`src/rtl/mask_blob_stats_pkg.sv`:
```
// Shared constants, typed limits and state encoding for the mask blob statistics block.
// BLOB_CENTROID_EN adds the DIV state used by the centroid divider.
package mask_blob_stats_pkg;

  localparam int ROW_W  = 640;
  localparam int ROW_N  = 480;
  localparam int CHUNK  = 32;
  localparam int NCHUNK = ROW_W / CHUNK;

  localparam int CNT_W = 19;
  localparam int SUM_W = 28;
  localparam int X_W   = 10;
  localparam int Y_W   = 9;

  localparam int K_W    = 5;
  localparam int CH_LG  = 5;
  localparam int POP_W  = 6;
  localparam int ISUM_W = 15;
  localparam int RPOP_W = 10;
  localparam int RSX_W  = 19;
  localparam int DSTP_W = 6;

  localparam logic [X_W-1:0] X_LAST = X_W'(ROW_W - 1);
  localparam logic [Y_W-1:0] Y_LAST = Y_W'(ROW_N - 1);
  localparam logic [K_W-1:0] K_LAST = K_W'(NCHUNK - 1);

  typedef enum logic [2:0] {
    IDLE,
    SCAN,
    ROWACC,
    PUBLISH
`ifdef BLOB_CENTROID_EN
    , DIV
`endif
  } state_t;

endpackage

```
`src/rtl/mask_chunk_reduce.sv`:
```
// Combinational reduction of one 32-bit mask chunk: popcount, column-index sum,
// first/last set column and any-hit, with columns offset by the chunk base.
module mask_chunk_reduce
  import mask_blob_stats_pkg::*;
(
  input  logic [CHUNK-1:0]  chunk,
  input  logic [X_W-1:0]    base,
  output logic [POP_W-1:0]  pop,
  output logic [ISUM_W-1:0] idx_sum,
  output logic [X_W-1:0]    first,
  output logic [X_W-1:0]    last,
  output logic              any
);

  always_comb begin
    pop     = '0;
    idx_sum = '0;
    first   = base;
    last    = base;
    any     = |chunk;
    // Descending pass leaves the lowest set column in first.
    for (int i = CHUNK - 1; i >= 0; i--) begin
      if (chunk[i]) first = base + X_W'(i);
    end
    for (int i = 0; i < CHUNK; i++) begin
      if (chunk[i]) begin
        pop     = pop + POP_W'(1);
        idx_sum = idx_sum + ISUM_W'(base) + ISUM_W'(i);
        last    = base + X_W'(i);
      end
    end
  end

endmodule

```
`src/rtl/mask_blob_stats.sv`:
```
// Per-frame blob statistics over a serially scanned binary mask row stream.
// Optional feature macro: BLOB_CENTROID_EN (serial centroid divider, cent_x/cent_y).
module mask_blob_stats
  import mask_blob_stats_pkg::*;
(
  input  logic              clk,
  input  logic              rst,
  input  logic [ROW_W-1:0]  row_data,
  input  logic [Y_W-1:0]    row_data_addr,
  input  logic              wea,
  input  logic              frame_done_in,
  output logic [CNT_W-1:0]  pix_count,
  output logic [X_W-1:0]    x_min,
  output logic [X_W-1:0]    x_max,
  output logic [Y_W-1:0]    y_min,
  output logic [Y_W-1:0]    y_max,
  output logic [SUM_W-1:0]  sum_x,
  output logic [SUM_W-1:0]  sum_y,
`ifdef BLOB_CENTROID_EN
  output logic [X_W-1:0]    cent_x,
  output logic [Y_W-1:0]    cent_y,
`endif
  output logic              bbox_valid,
  output logic              result_valid,
  output logic              overrun,
  output logic              busy
);

  state_t state, state_nxt;

  logic [ROW_W-1:0]  row_buf;
  logic [Y_W-1:0]    row_addr;
  logic [K_W-1:0]    k;
  logic [RPOP_W-1:0] row_pop;
  logic [RSX_W-1:0]  row_sx;
  logic [X_W-1:0]    row_first, row_last;
  logic              row_hit;

  logic [CNT_W-1:0]  acc_cnt;
  logic [SUM_W-1:0]  acc_sx, acc_sy;
  logic [X_W-1:0]    acc_xmin, acc_xmax;
  logic [Y_W-1:0]    acc_ymin, acc_ymax;

  logic              frame_done_r, pend, frame_edge;

  logic [X_W-1:0]    base;
  logic [POP_W-1:0]  c_pop;
  logic [ISUM_W-1:0] c_isum;
  logic [X_W-1:0]    c_first, c_last;
  logic              c_any;

  assign frame_edge = frame_done_in & ~frame_done_r;
  assign base       = {k, {CH_LG{1'b0}}};
  assign busy       = (state != IDLE);

  mask_chunk_reduce u_reduce (
    .chunk   (row_buf[base +: CHUNK]),
    .base    (base),
    .pop     (c_pop),
    .idx_sum (c_isum),
    .first   (c_first),
    .last    (c_last),
    .any     (c_any)
  );

`ifdef BLOB_CENTROID_EN
  logic [DSTP_W-1:0] div_step;
  logic [SUM_W-1:0]  div_dvd;
  logic [CNT_W-1:0]  div_rem;
  logic [X_W-1:0]    div_quot;
  logic [CNT_W:0]    rem_sh;
  logic              q_bit;
  logic [CNT_W-1:0]  rem_nxt;
  logic [X_W-1:0]    quot_nxt;

  // One restoring step; the quotient never exceeds ROW_W-1 so 10 bits suffice.
  always_comb begin
    rem_sh   = {div_rem, div_dvd[SUM_W-1]};
    q_bit    = (rem_sh >= {1'b0, pix_count});
    rem_nxt  = q_bit ? CNT_W'(rem_sh - {1'b0, pix_count}) : rem_sh[CNT_W-1:0];
    quot_nxt = {div_quot[X_W-2:0], q_bit};
  end
`endif

  always_ff @(posedge clk or posedge rst) begin
    if (rst) state <= IDLE;
    else     state <= state_nxt;
  end

  always_comb begin
    state_nxt = state;
    case (state)
      IDLE:    if (wea) state_nxt = SCAN;
               else if (frame_edge) state_nxt = PUBLISH;
      SCAN:    if (k == K_LAST) state_nxt = ROWACC;
      ROWACC:  state_nxt = (pend || frame_edge) ? PUBLISH : IDLE;
`ifdef BLOB_CENTROID_EN
      PUBLISH: state_nxt = (acc_cnt != '0) ? DIV : IDLE;
      DIV:     if (div_step == DSTP_W'(2 * SUM_W - 1)) state_nxt = IDLE;
`else
      PUBLISH: state_nxt = IDLE;
`endif
      default: state_nxt = IDLE;
    endcase
  end

  always_ff @(posedge clk or posedge rst) begin
    if (rst) begin
      row_buf      <= '0;
      row_addr     <= '0;
      k            <= '0;
      row_pop      <= '0;
      row_sx       <= '0;
      row_first    <= '0;
      row_last     <= '0;
      row_hit      <= 1'b0;
      acc_cnt      <= '0;
      acc_sx       <= '0;
      acc_sy       <= '0;
      acc_xmin     <= X_LAST;
      acc_xmax     <= '0;
      acc_ymin     <= Y_LAST;
      acc_ymax     <= '0;
      frame_done_r <= 1'b0;
      pend         <= 1'b0;
      pix_count    <= '0;
      x_min        <= '0;
      x_max        <= '0;
      y_min        <= '0;
      y_max        <= '0;
      sum_x        <= '0;
      sum_y        <= '0;
      bbox_valid   <= 1'b0;
      result_valid <= 1'b0;
      overrun      <= 1'b0;
`ifdef BLOB_CENTROID_EN
      cent_x       <= '0;
      cent_y       <= '0;
      div_step     <= '0;
      div_dvd      <= '0;
      div_rem      <= '0;
      div_quot     <= '0;
`endif
    end else begin
      frame_done_r <= frame_done_in;
      result_valid <= 1'b0;
      if (wea && state != IDLE) overrun <= 1'b1;
      if (frame_edge && (state == SCAN || state == ROWACC || (state == IDLE && wea)))
        pend <= 1'b1;

      case (state)
        IDLE: begin
          if (wea) begin
            row_buf  <= row_data;
            row_addr <= row_data_addr;
            k        <= '0;
          end
        end
        SCAN: begin
          row_pop <= row_pop + RPOP_W'(c_pop);
          row_sx  <= row_sx + RSX_W'(c_isum);
          if (c_any) begin
            if (!row_hit) row_first <= c_first;
            row_last <= c_last;
            row_hit  <= 1'b1;
          end
          k <= k + K_W'(1);
        end
        ROWACC: begin
          // Rows addressed beyond the frame are scanned but never counted.
          if (row_pop != '0 && row_addr <= Y_LAST) begin
            acc_cnt  <= acc_cnt + CNT_W'(row_pop);
            acc_sx   <= acc_sx + SUM_W'(row_sx);
            acc_sy   <= acc_sy + SUM_W'(row_pop) * SUM_W'(row_addr);
            acc_xmin <= (row_first < acc_xmin) ? row_first : acc_xmin;
            acc_xmax <= (row_last > acc_xmax) ? row_last : acc_xmax;
            acc_ymin <= (row_addr < acc_ymin) ? row_addr : acc_ymin;
            acc_ymax <= (row_addr > acc_ymax) ? row_addr : acc_ymax;
          end
          k         <= '0;
          row_pop   <= '0;
          row_sx    <= '0;
          row_first <= '0;
          row_last  <= '0;
          row_hit   <= 1'b0;
        end
        PUBLISH: begin
          pix_count  <= acc_cnt;
          sum_x      <= acc_sx;
          sum_y      <= acc_sy;
          bbox_valid <= (acc_cnt != '0);
          x_min      <= (acc_cnt != '0) ? acc_xmin : '0;
          x_max      <= (acc_cnt != '0) ? acc_xmax : '0;
          y_min      <= (acc_cnt != '0) ? acc_ymin : '0;
          y_max      <= (acc_cnt != '0) ? acc_ymax : '0;
          acc_cnt    <= '0;
          acc_sx     <= '0;
          acc_sy     <= '0;
          acc_xmin   <= X_LAST;
          acc_xmax   <= '0;
          acc_ymin   <= Y_LAST;
          acc_ymax   <= '0;
          pend       <= 1'b0;
`ifdef BLOB_CENTROID_EN
          result_valid <= (acc_cnt == '0);
          cent_x       <= '0;
          cent_y       <= '0;
          div_step     <= '0;
          div_dvd      <= acc_sx;
          div_rem      <= '0;
          div_quot     <= '0;
`else
          result_valid <= 1'b1;
`endif
        end
`ifdef BLOB_CENTROID_EN
        DIV: begin
          div_step <= div_step + DSTP_W'(1);
          if (div_step == DSTP_W'(SUM_W - 1)) begin
            cent_x   <= quot_nxt;
            div_dvd  <= sum_y;
            div_rem  <= '0;
            div_quot <= '0;
          end else if (div_step == DSTP_W'(2 * SUM_W - 1)) begin
            cent_y       <= quot_nxt[Y_W-1:0];
            result_valid <= 1'b1;
          end else begin
            div_dvd  <= {div_dvd[SUM_W-2:0], 1'b0};
            div_rem  <= rem_nxt;
            div_quot <= quot_nxt;
          end
        end
`endif
        default: ;
      endcase
    end
  end

endmodule

```
`config.mk`:
```
export PLATFORM = sky130hd
export DESIGN_NAME = mask_blob_stats
export DESIGN_NICKNAME = d
export VERILOG_FILES = /design/src/rtl/mask_blob_stats_pkg.sv /design/src/rtl/mask_chunk_reduce.sv /design/src/rtl/mask_blob_stats.sv
export SDC_FILE = /design/constraint.sdc
export NUM_CORES = 2
export LEC_CHECK = 0
export BUFFER_PORTS_ARGS = -buffer_cell sky130_fd_sc_hd__clkbuf_2
export CORE_ASPECT_RATIO = 1.1
export CORE_MARGIN = 8
export CORE_UTILIZATION = 35
export CTS_CLUSTER_DIAMETER = 100
export DETAILED_ROUTE_END_ITERATION = 6
export HOLD_SLACK_MARGIN = 0.02
export PLACE_DENSITY = 0.53
export REMOVE_ABC_BUFFERS = 1
export SETUP_SLACK_MARGIN = 0.3
export SLEW_MARGIN = 20
export SYNTH_ARGS = -nofsm -noshare
export SYNTH_HDL_FRONTEND = slang
export SYNTH_HIERARCHICAL = 1
export SYNTH_SLANG_ARGS = --single-unit
```
`constraint.sdc`:
```
create_clock -name clk -period 35.7 [get_ports clk]
set_clock_uncertainty 0.2 [all_clocks]
set_input_delay 3.57 -clock clk [delete_from_list [all_inputs] [get_ports clk]]
set_output_delay 3.57 -clock clk [all_outputs]
set_load 0.1 [all_outputs]
```
### Yosys cells after proc, flatten, opt, wreduce, memory -nomap -nowiden

Index checks and enable logic that the tools add are counted.

* bitwise logic cells: 2
* multipliers: 1
* equality and inequality tests: 14
* add/sub/neg operators: 130
* reduce and logical (&&, ||, !) cells: 26
* multiplexer cells: 168
* divide/modulo/power cells: 0
* $lt $le $gt $ge: 5
* shifts and indexed selects: 1

Operators by type and width (count)
* $mux 10: 73
* $shiftx 640x11->32: 1
* $mux 15: 31
* $add 15x10->15: 30
* $add 15x5->15 const B: 16
* $mux 6: 31
* $add 6x1->6 const B: 30
* $add 10x5->10 const B: 16
* $add 15x4->15 const B: 8
* $pmux 28 s2: 2
* $pmux 10 s2: 5
* $add 10x4->10 const B: 8
* $pmux 19 s2: 2
* $add 15x3->15 const B: 4
* $add 28x19->28: 2
* $mux 28: 2
* $mux 9: 6
* $add 10x3->10 const B: 4
* $pmux 9 s2: 2
* $reduce_or 32->1: 1
* $add 15x2->15 const B: 2
* $add 10x2->10 const B: 2
* $add 19x10->19: 1
* $add 19x15->19: 1
* 37 further kinds: 67

* RAM bits: 0
* bits in registers: 938
* bits in latches: 0
* memories kept: 0
* bits in read-only memories: 0

### Longest topological paths before layout

* word-level depth: 97
* depth in mapped cells: 214

### Modules after synthesis

The synthesis kept the hierarchy.

By module, submodules not included
* mask_blob_stats: instances 1, area an instance 47541.8 sq um, cells each 4906, sequential area each 23467.5 sq um
* mask_chunk_reduce: instances 1, area an instance 35535.3 sq um, cells each 5169, sequential area each 0.0 sq um

### Worst setup path before layout

Ideal clock, no wire load.

* path kind: register -> register
* from: register k[0]
* to: register row_sx[16]
* period minus slack after synthesis: 38175 ps
* setup time: 87 ps
* slack: -2475 ps
* arrival time: 37888 ps
* data required time: 35413 ps
* cell stages (with the launch flop): 186
* path buffers: 5
* cell sequence: dfrtp_1 > buf_2 > buf_4 > buf_2 > mux4_2 > mux4_2 > inv_1 > o21ai_0 > clkbuf_1 > clkinv_1 > clkbuf_1 > a211oi_1 > ha_1 > fa_1 > and2_1 > or2_2 > ha_1 > fa_1 > (+150 left out) > xnor2_1 > mux2_2 > ha_1 > ha_1 > and2_1 > o21ai_0 > inv_1 > o21ai_0 > o21ai_0 > nand2_1 > o21ai_0 > a21oi_1 > xnor2_1 > ha_1 > a2111oi_1 > o21bai_1 > a211o_1 > o211ai_1

* cells in the longest elaborated chain, start to end: 97

Ends and longest elaborated chain
* start, declared: RTL line mask_blob_stats.sv:33 `logic [K_W-1:0] k;`
* start signal, assigned: RTL line mask_blob_stats.sv:167 `k <= k + K_W'(1);`
* $shiftx 640x11->32: RTL line mask_blob_stats.sv:57 `.chunk (row_buf[base +: CHUNK]),`
* $mux 10: RTL line mask_chunk_reduce.sv:26 `if (chunk[i]) begin`
* $add 10x10->11: RTL line mask_chunk_reduce.sv:28 `idx_sum = idx_sum + ISUM_W'(base) + ISUM_W'(i);`
* $add 15x1->15: RTL line mask_chunk_reduce.sv:28
* $mux 15: RTL line mask_chunk_reduce.sv:26
* $add 15x10->15: RTL line mask_chunk_reduce.sv:28
* $add 15x2->15: RTL line mask_chunk_reduce.sv:28
* $mux 15: RTL line mask_chunk_reduce.sv:26
* (+82 left out)
* $add 15x5->15: RTL line mask_chunk_reduce.sv:28
* $mux 15: RTL line mask_chunk_reduce.sv:26
* $add 15x10->15: RTL line mask_chunk_reduce.sv:28
* $add 15x5->15: RTL line mask_chunk_reduce.sv:28
* $mux 15 (*): RTL line mask_chunk_reduce.sv:26
* named net c_isum[13]: RTL line mask_blob_stats.sv:48 `logic [ISUM_W-1:0] c_isum;`
* $add 19x15->19 (*): RTL line mask_blob_stats.sv:161 `row_sx <= row_sx + RSX_W'(c_isum);`
* $pmux 19 s2 (*): RTL line mask_blob_stats.sv:151 `case (state)`
* end signal, assigned: RTL line mask_blob_stats.sv:161
* end, declared: RTL line mask_blob_stats.sv:35 `logic [RSX_W-1:0] row_sx;`

The timed path passes the listed nets; every way through them passes the cells marked *.
A chain may end at the register's enable or synchronous reset.

### Final worst setup path

Same ends and word-level chain as after synthesis.

==> flow_summary.toml <==
[worst_setup_path]
crit_family = "adder cells"
cp.required_ns = 36.19
critPathKind = "flip-flop to flip-flop"
slowest_stage = "fa_2"
crit_path_end_kind = "flip-flop"
cpPeakStageDelay_ns = 0.56
startpoint_type = "flip-flop"
worst-path-buf-inv = 23
critical_path_arrival_ns = 35.88
crit_path_frequent_cell = "ha_4"
crit_fanout = 4

[yosys]
synth_warnings = 6
yosys.area.top_type_share = 0.277
yosysTopAreaCell = "dfrtp_1"
ys_top_cells_by_count = "2640 x nand2_1, 921 x dfrtp_1, 793 x ha_1, 572 x inv_1, 567 x a21oi_1"
yosys-top-cells-area = "dfrtp_1 28%, ha_1 12%, nand2_1 12%"
syn_inst = 10100
ys.flop_type = "dfrtp_1"
avgSynthCellArea_um2 = 8.25
netlist_area_um2 = 83100
ys_seq_area_frac = 0.282
yosysMostFrequentCell = "nand2_1"
yosysUniqueCellTypes = 111
ys_ff_latch = 937
synth-edff-count = 0
async_reset_ff_frac = 1.00

[global_route]
grt_pass1_vias = 80100
grt.overflow.total = 0
grt_pass1_wl_um = 442000
track_usage = 0.214
grt_max_degree = 202
antenna_found_initial = 5

[clocking]
cts_buffer_depth = 3
cts_hold_buffers = 0
cts_root_buf = "clkbuf_16"
cts_inserted_buffers = 103
htreeDepth = 3
cts_tree = "built"
insertion_delay_ns = 0.78
clock-sinks = 937
path_clk_slew_ns = 0.06

[run]
maxCapViolations = 0

[status]
outcome = "finished, violations left"
failed_checks = "design-rule violations, max-slew violations"

[route]
antenna_left = 0
wl_um = 286000
dr.first_iter.drc_count = 5429
vias_per_cell = 5.34
drc = 13
wl_per_cell_um = 19.5
drt-pass1-iter-count = 7
num_vias = 78400

[floorplanning]
die_area_um2 = 253000
die_w_um = 481
start_util = 0.352
rows = 187
ios = 770
die_height_um = 527
core_area_um2 = 236000

[layout]
area_growth_pct = 29.3
design_area_um2 = 107000
nNetsFinal = 13000
drive_above_1_share = 0.283
fin_cells = 14700

[timing]
max-slew-margin-rel = -0.223
hold_viol = 0
fmaxAchievable_ghz = 0.0283
slew_violations = 17
worstMarginPinSlew_ns = 1.82
rsz0062_at_grt = "true"
finalCritPeriodShare = 0.991
worst_slack_ns = 0.314
finalCriticalPeriod_ns = 35.39
setup_violations = 0

[placement]
dpl.hpwl_um = 205000
placement.cell_area_um2 = 95200
dp_slack_ns = -3.27
placedCellCount = 14200
port_buffers = 769
gp_congestion = 0.890

[min_path]
hold_class = "flip-flop to flip-flop"
## worst register-to-register path, delay by kind of cell, from the launching register on
kind | cells | cell delay (ns)
flops | 1 | 0.51
fa+ha+maj | 61 | 19.52
compound gates | 37 | 5.79
buf+inv | 23 | 1.63
xor+xnor | 5 | 0.69
mux | 7 | 2.07
simple gates | 34 | 4.98
## cell families after synthesis
kind of cell	after synthesis	synth area share
buffers and inverters	1183	0.0541
AND/OR/NAND/NOR	3808	0.190
flip-flops	937	0.282
multiplexers	419	0.0814
other	1	0.0000451
AO/OA/AOI/OAI	2243	0.177
XOR/XNOR	578	0.0688
adder cells (fa/ha/maj)	906	0.146
## repair_timing
item	in CTS	in global routing
pin swaps	165	451
endpoints found under the setup margin	16	16
buffers inserted	121	116
gates cloned	1	0
resized for setup	405	629
## metal layers
metal | vias up | track usage | wire length (µm) | part of all wire
met5 | - | 0 | 13 | 0.000046
met4 | 2 | 0.0679 | 9470 | 0.033
met3 | 559 | 0.0327 | 15900 | 0.056
met2 | 2361 | 0.367 | 137000 | 0.48
met1 | 37900 | 0.276 | 123000 | 0.43
li1 | 37600 | - | - | -
## final cells by class
class	instances	area [µm²]
fill	22800	129000
timing repair buffer	1775	11700
tap	3118	3900
clock buffer	144	2980
antenna	4	10.0
clock inverter	51	739
multi-input combinational	8051	62400
inverter	597	2270
sequential	937	23500
## final timing paths
kind	startpoint	endpoint	slack [ns]	cells past startpoint
min reg2reg	overrun	overrun	0.27	1
max reg2reg	k[0]	row_sx[16]	0.31	167
min in group asynchronous	rst	x_min[0]	2.77	2
max	k[0]	row_sx[16]	0.31	167
min	overrun	overrun	0.27	1
max in group asynchronous	rst	row_buf[252]	27.54	10
## metrics by stage
step / TNS (ns) / hold WS, ns / util
after global routing: -8.25 / 0.284 / 0.455
after detailed placement: -35.18 / 0.251 / 0.403
after CTS: -2.61 / 0.271 / 0.435
after floorplan: -190.85 / 0.240 / -
final: 0 / 0.267 / 0.455
after global placement: -27.48 / 0.247 / 0.403
## cells in the final DEF, fill, tap and decap left out, types with 82 or more instances in the layout
| cell | Yosys | routed |
|---|---|---|
| xnor2_2 | 24 | 82 |
| o21a_1 | 100 | 98 |
| mux2i_1 | 95 | 94 |
| buf_4 | 1 | 971 |
| a21oi_1 | 567 | 450 |
| ha_1 | 793 | 477 |
| nand3_1 | 177 | 176 |
| conb_1 | 1 | 97 |
| nor2_1 | 471 | 443 |
| clkbuf_16 | 0 | 105 |
| mux4_2 | 192 | 192 |
| dfrtp_1 | 921 | 916 |
| nand2_1 | 2640 | 2619 |
| inv_1 | 572 | 497 |
| o21ai_0 | 538 | 431 |
| fa_1 | 106 | 96 |
| ha_4 | 0 | 315 |
| xnor2_1 | 384 | 322 |
| mux2_2 | 130 | 106 |
| a21o_1 | 141 | 141 |
| clkbuf_2 | 1 | 769 |
| xor2_1 | 135 | 126 |
| a21oi_2 | 4 | 85 |
## state kept, by name, summed over array words and instances (netlist names), 2 cells and up
signal and flops:
acc_cnt 19, acc_sx 28, acc_sy 28, acc_xmax 10
acc_xmin 10, acc_ymax 9, acc_ymin 9, k 5
pix_count 19, row_addr 9, row_buf 640, row_first 10
row_last 10, row_pop 10, row_sx 19, state 2
sum_x 28, sum_y 28, x_max 10, x_min 10
y_max 9, y_min 9
Power is not shown: default switching activity piles up to over one toggle a cycle in this logic, so the estimate is an artifact.
